`src/rtl/event_enc_pkg.sv`:
```
// Shared constants and helpers for the 16-source event encoder.
package event_enc_pkg;

  localparam int unsigned N    = 16;
  localparam int unsigned IDXW = 4;

  // Index to one-hot 16-bit mask.
  function automatic logic [N-1:0] onehot16(input logic [IDXW-1:0] idx);
    logic [N-1:0] mask;
    mask      = '0;
    mask[idx] = 1'b1;
    return mask;
  endfunction

endpackage

```
`src/rtl/rr_prio_enc16.sv`:
```
// Combinational round-robin priority encoder: first set bit of cand at or above ptr, wrapping mod 16.
module rr_prio_enc16
  import event_enc_pkg::*;
(
  input  logic [N-1:0]    cand,
  input  logic [IDXW-1:0] ptr,
  output logic [IDXW-1:0] idx,
  output logic            found
);

  logic [N-1:0]    rot;
  logic [IDXW-1:0] off;

  // Rotate so ptr lands on bit 0, pick lowest set bit, then undo the rotation.
  always_comb begin
    rot = N'({cand, cand} >> ptr);
    off = '0;
    for (int i = N - 1; i >= 0; i--) begin
      if (rot[i]) off = IDXW'(i);
    end
    found = |cand;
    idx   = off + ptr;
  end

endmodule

```
`src/rtl/event_encoder16.sv`:
```
// Captures event pulses into a sticky pending register and serializes them as round-robin indices.
module event_encoder16
  import event_enc_pkg::*;
(
  input  logic            clk_i,
  input  logic            rstn_i,
  input  logic            enable_i,
  input  logic            clear_i,
  input  logic [N-1:0]    event_i,
  output logic [IDXW-1:0] idx_o,
  output logic            valid_o,
  input  logic            ready_i,
  output logic [N-1:0]    pending_o,
  output logic            drop_o,
  output logic [7:0]      drop_cnt_o
);

  localparam int unsigned CNTW    = 8;
  localparam logic [CNTW-1:0] CNT_MAX = '1;

  logic [N-1:0]    pending_q;
  logic [IDXW-1:0] ptr_q;

  logic            accept;
  logic            load;
  logic [N-1:0]    ack_mask;
  logic [N-1:0]    armed;
  logic [N-1:0]    cand;
  logic [N-1:0]    pending_next;
  logic            drop_now;
  logic [IDXW-1:0] win_idx;
  logic            win_found;

  // The presented bit stays pending until acked, so selection only sees un-acked bits.
  always_comb begin
    accept       = valid_o & ready_i;
    load         = ~valid_o | accept;
    ack_mask     = accept ? onehot16(idx_o) : '0;
    armed        = event_i & {N{enable_i}};
    cand         = pending_q & ~ack_mask;
    pending_next = cand | armed;
    drop_now     = |(armed & cand);
  end

  rr_prio_enc16 u_prio (
    .cand  (cand),
    .ptr   (ptr_q),
    .idx   (win_idx),
    .found (win_found)
  );

  always_ff @(posedge clk_i or negedge rstn_i) begin
    if (!rstn_i) begin
      pending_q  <= '0;
      ptr_q      <= '0;
      idx_o      <= '0;
      valid_o    <= 1'b0;
      drop_o     <= 1'b0;
      drop_cnt_o <= '0;
    end else if (clear_i) begin
      pending_q  <= '0;
      ptr_q      <= '0;
      idx_o      <= '0;
      valid_o    <= 1'b0;
      drop_o     <= 1'b0;
      drop_cnt_o <= '0;
    end else begin
      pending_q <= pending_next;
      drop_o    <= drop_now;
      if (drop_now && (drop_cnt_o != CNT_MAX)) drop_cnt_o <= drop_cnt_o + CNTW'(1);
      if (accept) ptr_q <= idx_o + IDXW'(1);
      if (load) begin
        if (win_found) begin
          idx_o   <= win_idx;
          valid_o <= 1'b1;
        end else begin
          valid_o <= 1'b0;
        end
      end
    end
  end

  assign pending_o = pending_q;

endmodule

```
`config.mk`:
```
export PLATFORM = sky130hd
export DESIGN_NAME = event_encoder16
export DESIGN_NICKNAME = d
export VERILOG_FILES = /design/src/rtl/event_enc_pkg.sv /design/src/rtl/rr_prio_enc16.sv /design/src/rtl/event_encoder16.sv
export SDC_FILE = /design/constraint.sdc
export NUM_CORES = 1
export LEC_CHECK = 0
export ABC_AREA = 1
export CELL_PAD_IN_SITES_DETAIL_PLACEMENT = 1
export CELL_PAD_IN_SITES_GLOBAL_PLACEMENT = 1
export CORE_MARGIN = 1
export CORE_UTILIZATION = 42
export CTS_BUF_LIST = sky130_fd_sc_hd__clkbuf_16
export DETAILED_ROUTE_END_ITERATION = 8
export PLACE_DENSITY = 0.95
export SYNTH_ARGS = -nofsm -noshare
export SYNTH_HDL_FRONTEND = slang
export SYNTH_HIERARCHICAL = 1
export SYNTH_SLANG_ARGS = --single-unit
export TNS_END_PERCENT = 10
```
`constraint.sdc`:
```
create_clock -name clk_i -period 8.7 [get_ports clk_i]
set_clock_uncertainty 0.05 [all_clocks]
set_input_delay 2.61 -clock clk_i [delete_from_list [all_inputs] [get_ports clk_i]]
set_output_delay 2.61 -clock clk_i [all_outputs]
set_load 0.01 [all_outputs]
```
# Yosys cells after proc, flatten, opt, wreduce, memory -nomap -nowiden

Index checks and enable logic that the tools add are counted.
Widths: inputs -> output; s select.

Shift-type cells: 1
$add $sub $neg: 3
Muxes and demuxes: 31
Reductions and logical operators: 9
Eq/ne operators: 1
Bitwise logic cells: 8
Magnitude comparators: 2

Operators with widths:

| operator            | count |
|---|---|
| $mux 4              | 21 |
| $and 16x16->16      | 3 |
| $mux 16             | 2 |
| $reduce_or 16->1    | 2 |
| $shr 32x4->16       | 1 |
| $mux 8              | 2 |
| $not 16->16         | 1 |
| $or 16x16->16       | 1 |
| $add 8x1->8 const B | 1 |
| $ne 8x8->1 const B  | 1 |
| $reduce_bool 2->1   | 4 |
| $lt 4x5->1 const B  | 1 |
| $mux 1              | 5 |
| $add 4x1->4 const B | 1 |
| $add 4x4->4         | 1 |
| $demux 1 s4         | 1 |
| $ge 4x1->1 const B  | 1 |
| $logic_and 1x1->1   | 2 |
| $reduce_and 2->1    | 1 |
| $and 1x1->1         | 1 |
| $not 1->1           | 1 |
| $or 1x1->1          | 1 |

Bits in registers: 34
Word-level logic and storage cells: 61
Bits of input ports: 21
Output and inout port bits: 30

# Logic depth before layout (Yosys ltp)

Depth after elaboration: 28
Mapped depth: 34

# Cells and area by module

The synthesis kept the hierarchy.

By module, submodules not included:

| module          | area each (µm²) | instances | cells each |
|---|---|---|---|
| event_encoder16 | 2009.4          | 1         | 270 |
| rr_prio_enc16   | 1247.4          | 1         | 224 |

# Least setup slack after synthesis

Ideal clock, no wire load.

Kind: input to register
Start: in ready_i
End: reg idx_o[2]
Slack: 3.548 ns
Arrival: 4.975 ns
Stages on the path: 28
Path through: nand2_4 nor2_4 nand2_1 nand2_1 inv_1 nand2_1 nand3_1 nand3_1 nand2_1 o21ai_2 nand2_1 nand2_1 nand2_1 nand2_1 nand2_1 nand2_1 nand2_1 nand2_1 nand2_1 nand2_1 nand2_1 nand2_1 a21oi_1 ha_1 fa_1 xor2_1 nand3_1 o21ai_0

Cells in the longest elaborated chain, start to end: 25
Elaborated cells between the ends (all ways): 30

Ends and longest elaborated chain:

| item                 | line                  | text |
|---|---|---|
| from (decl)          | event_encoder16.sv:12 | `input logic ready_i,` |
| $and 1x1->1 *        | event_encoder16.sv:36 | `accept = valid_o & ready_i;` |
| $mux 16 *            | event_encoder16.sv:38 | `ack_mask = accept ? onehot16(idx_o) : '0;` |
| $not 16->16 *        | event_encoder16.sv:40 | `cand = pending_q & ~ack_mask;` |
| $and 16x16->16 *     | event_encoder16.sv:40 |  |
| net cand[12]         | event_encoder16.sv:28 | `logic [N-1:0] cand;` |
| $shr 32x4->16 *      | rr_prio_enc16.sv:16   | `rot = N'({cand, cand} >> ptr);` |
| $mux 4 (15 in a row) | rr_prio_enc16.sv:19   | `if (rot[i]) off = IDXW'(i);` |
| $mux 4 *             | rr_prio_enc16.sv:19   |  |
| $add 4x4->4 *        | rr_prio_enc16.sv:22   | `idx = off + ptr;` |
| net win_idx[2]       | event_encoder16.sv:31 | `logic [IDXW-1:0] win_idx;` |
| $mux 4 *             | event_encoder16.sv:73 | `if (win_found) begin` |
| $mux 4 *             | event_encoder16.sv:72 | `if (load) begin` |
| $mux 4 *             | event_encoder16.sv:60 | `end else if (clear_i) begin` |
| to (signal assigned) | event_encoder16.sv:74 | `idx_o <= win_idx;` |
| to (decl)            | event_encoder16.sv:10 | `output logic [IDXW-1:0] idx_o,` |

The timed path passes the listed nets; every way through them passes the cells marked *. The select of a mux whose other input is x is not followed.
A chain may end at the register's enable or synchronous reset.

# Worst setup path in the final report

Start: in ready_i
End: reg idx_o[1]

Same word-level chain as after synthesis.

==> metrics.txt <==
CP Capture Type flip-flop; CTS Buffer Depth 2; CP Launch Point ready_i; post-DR vias/cell 5.78; Worst-Margin Slew 895 ps; Synth cell types 39; clock slew at reported path FFs 60 ps; fin. max-slew vios 0; Sum Neg Setup Slack 0 ps; Hold Vio Cnt, Final 0; GRT Overall Usage 31.7%; DRC 0; Avg Cell Area, Syn 6.59 sq um; drt total wl 12400 um; Placer Congestion 0.837; CP most frequent cell nand2_1; Hold Crit Depth 2; met1 usage 36.6%; Slowest-stage cell, CP clkdlybuf4s50_1; Chip Height 90.1 um; Hold Buf Count CTS 0; PD cells 203 nW/um^2; Initial Util 44.2%; routed length per instance 19.5 um; die area 8110 sq um; root buffer cell clkbuf_16; Final Cycle Share 71.5%; row count 31; Cells after Synth 494; reg2reg setup slack 4560 ps; post_cts resized 0; Min Hold Slack 532 ps; Antenna Nets Post-Route 0; Die W 90.1 um; worst path required time 8780 ps; number of port buffers 50; top_reg_cell synth dfrtp_1; status completed; number of I/O pins 51; FMAX 0.161 GHz; CP Class in -> reg; CP max stage delay 530 ps; worst min-delay path class reg -> reg; CTS Buf Count 5; fillers 961; cell with the most instances after synthesis nand2_1; Synth async-reset ratio 100%; reg2reg start idx_o[0]$_DFFE_PN0P_; # diodes 0; maximum fanout along the worst path 9; Via Count 3667; M3 GR Usage 5.25%; number of global-route vias before repair 4093; top post-synthesis cells by area dfrtp_1 26%, nand2_1 18%, nand3_1 12%; # clock sinks 34; Setup-failing EPs final 0; post-synthesis to final-layout area growth 19.7%; area leader, netlist dfrtp_1; H-tree depth 2; R2R depth 31; Post-synth top cells 155 x nand2_1, 78 x nand3_1, 56 x inv_1; Synth Net Count 524; Synth warnings 6; Skew-Pair Late Insertion Delay 290 ps; worst setup path end idx_o[1]$_DFFE_PN0P_; Synth top area share 26.1%; Core Box Area 7370 sq um; Synth Register Bits 34; worst vdd ir 0.0886 mV; first drt pass iteration count 4; Synth Cell Area 3260 sq um; GR Overflow Total 0; TritonCTS clock tree yes; grt peak-use layer met2; initial antenna violation count 0; total of max-cap violations 0; maximum number of pins on one net before global-route repair 35; post-CTS setup buffer count 0; leak pwr 0.00204 uW; global-route wire length before repair 20600 um; met2 Use GR 57.4%; Detailed Place HPWL 8410 um; Rel. slew slack 40.3%; Layout Nets 564; Worst Path Arrival 6300 ps; Worst Setup Start Kind input pin; RSZ-0062 raised after global routing no; Iteration-0 DRC Markers 209; EDFF count, synth 0; R2R Path End idx_o[1]$_DFFE_PN0P_; post-synthesis sequential area ratio 26.1%; share of layout cells above drive strength 1 10.1%; fin crit period 6220 ps
area by class of cell:
class	count	area [sq um]	share of cell area (%)
clock buffers	5	125	3.21
clock inverters	3	12.5	0.321
inverters	65	254	6.51
multi-input cells	377	2030	51.9
flip-flops and latches	34	851	21.8
well taps	99	124	3.18
repair buffers	51	508	13.0
where the power goes:
group,internal (uW),switching [uW]
clock,104,71.9
combinational,146,254
sequential,176,40.8
total,425,367
placed cells by master (no fill, tap or decap), drive strengths merged:
master,count
inv,64
nor2,21
nand2,168
xor2,7
a31oi,1
clkinv,4
nor3,1
nand3,92
nor4,4
clkbuf,5
buf,1
o21ai,22
and2,2
clkdlybuf4s50,50
a21oi,24
a211oi,1
o21a,1
dfrtp,34
a21boi,1
ha,8
nand4,10
xnor2,3
nand3b,9
o41ai,1
fa,1
routing by layer:
metal / vias to the layer above / wire length, um
met4: 0 / 418
met5: - / 0
li1: 1690 / -
met2: 140 / 6280
met3: 34 / 574
met1: 1803 / 5090
sequential cells by signal, indices dropped and copies added, names as in the netlist:
signal      count
pending_o      16
drop_cnt_o      8
idx_o           4
ptr_q           4
drop_o          1
valid_o         1
worst max-delay path, delay by kind of cell:
family / cells / cell delay [ps]
simple gates: 21 / 1960
compound gates: 3 / 360
buf+inv: 2 / 640
fa+ha+maj: 2 / 720
per-stage QoR:
| stage | worst slack [ps] | utilization (%) | instance area (sq um) | std cells | power, uW |
|---|---|---|---|---|---|
| 3_5_place_dp | 2330 | 51.1 | 3760 | 626 | 598 |
| 6_report | 2480 | 52.9 | 3900 | 634 | 792 |
| 3_3_place_gp | 2430 | 51.1 | 3760 | 626 | 578 |
| 4_1_cts | 2530 | 52.9 | 3900 | 634 | 787 |
| 5_1_grt | 2110 | 52.9 | 3900 | 634 | 846 |
| 2_1_floorplan | 3550 | - | 3260 | 494 | 477 |
cells by family after synthesis:
group / after synthesis / synth area share [%]
buf+inv: 83 / 11.7
simple gates: 307 / 46.8
flops: 34 / 26.1
compound gates: 51 / 8.99
fa+ha+maj: 9 / 3.69
xor+xnor: 10 / 2.69
how the worst min path moves through the flow:
stage | startpoint | endpoint | slack, ps
CTS | pending_o[7]$_DFF_PN0_ | pending_o[7]$_DFF_PN0_ | 540
finish | pending_o[7]$_DFF_PN0_ | pending_o[7]$_DFF_PN0_ | 530
detailed placement | drop_cnt_o[1]$_DFFE_PN0P_ | drop_cnt_o[1]$_DFFE_PN0P_ | 520
global route | pending_o[12]$_DFF_PN0_ | pending_o[12]$_DFF_PN0_ | 570
floorplan | ptr_q[3]$_DFFE_PN0P_ | ptr_q[3]$_DFFE_PN0P_ | 420
global placement | drop_cnt_o[1]$_DFFE_PN0P_ | drop_cnt_o[1]$_DFFE_PN0P_ | 490
Note: power is estimated with default switching activity, not from simulation.
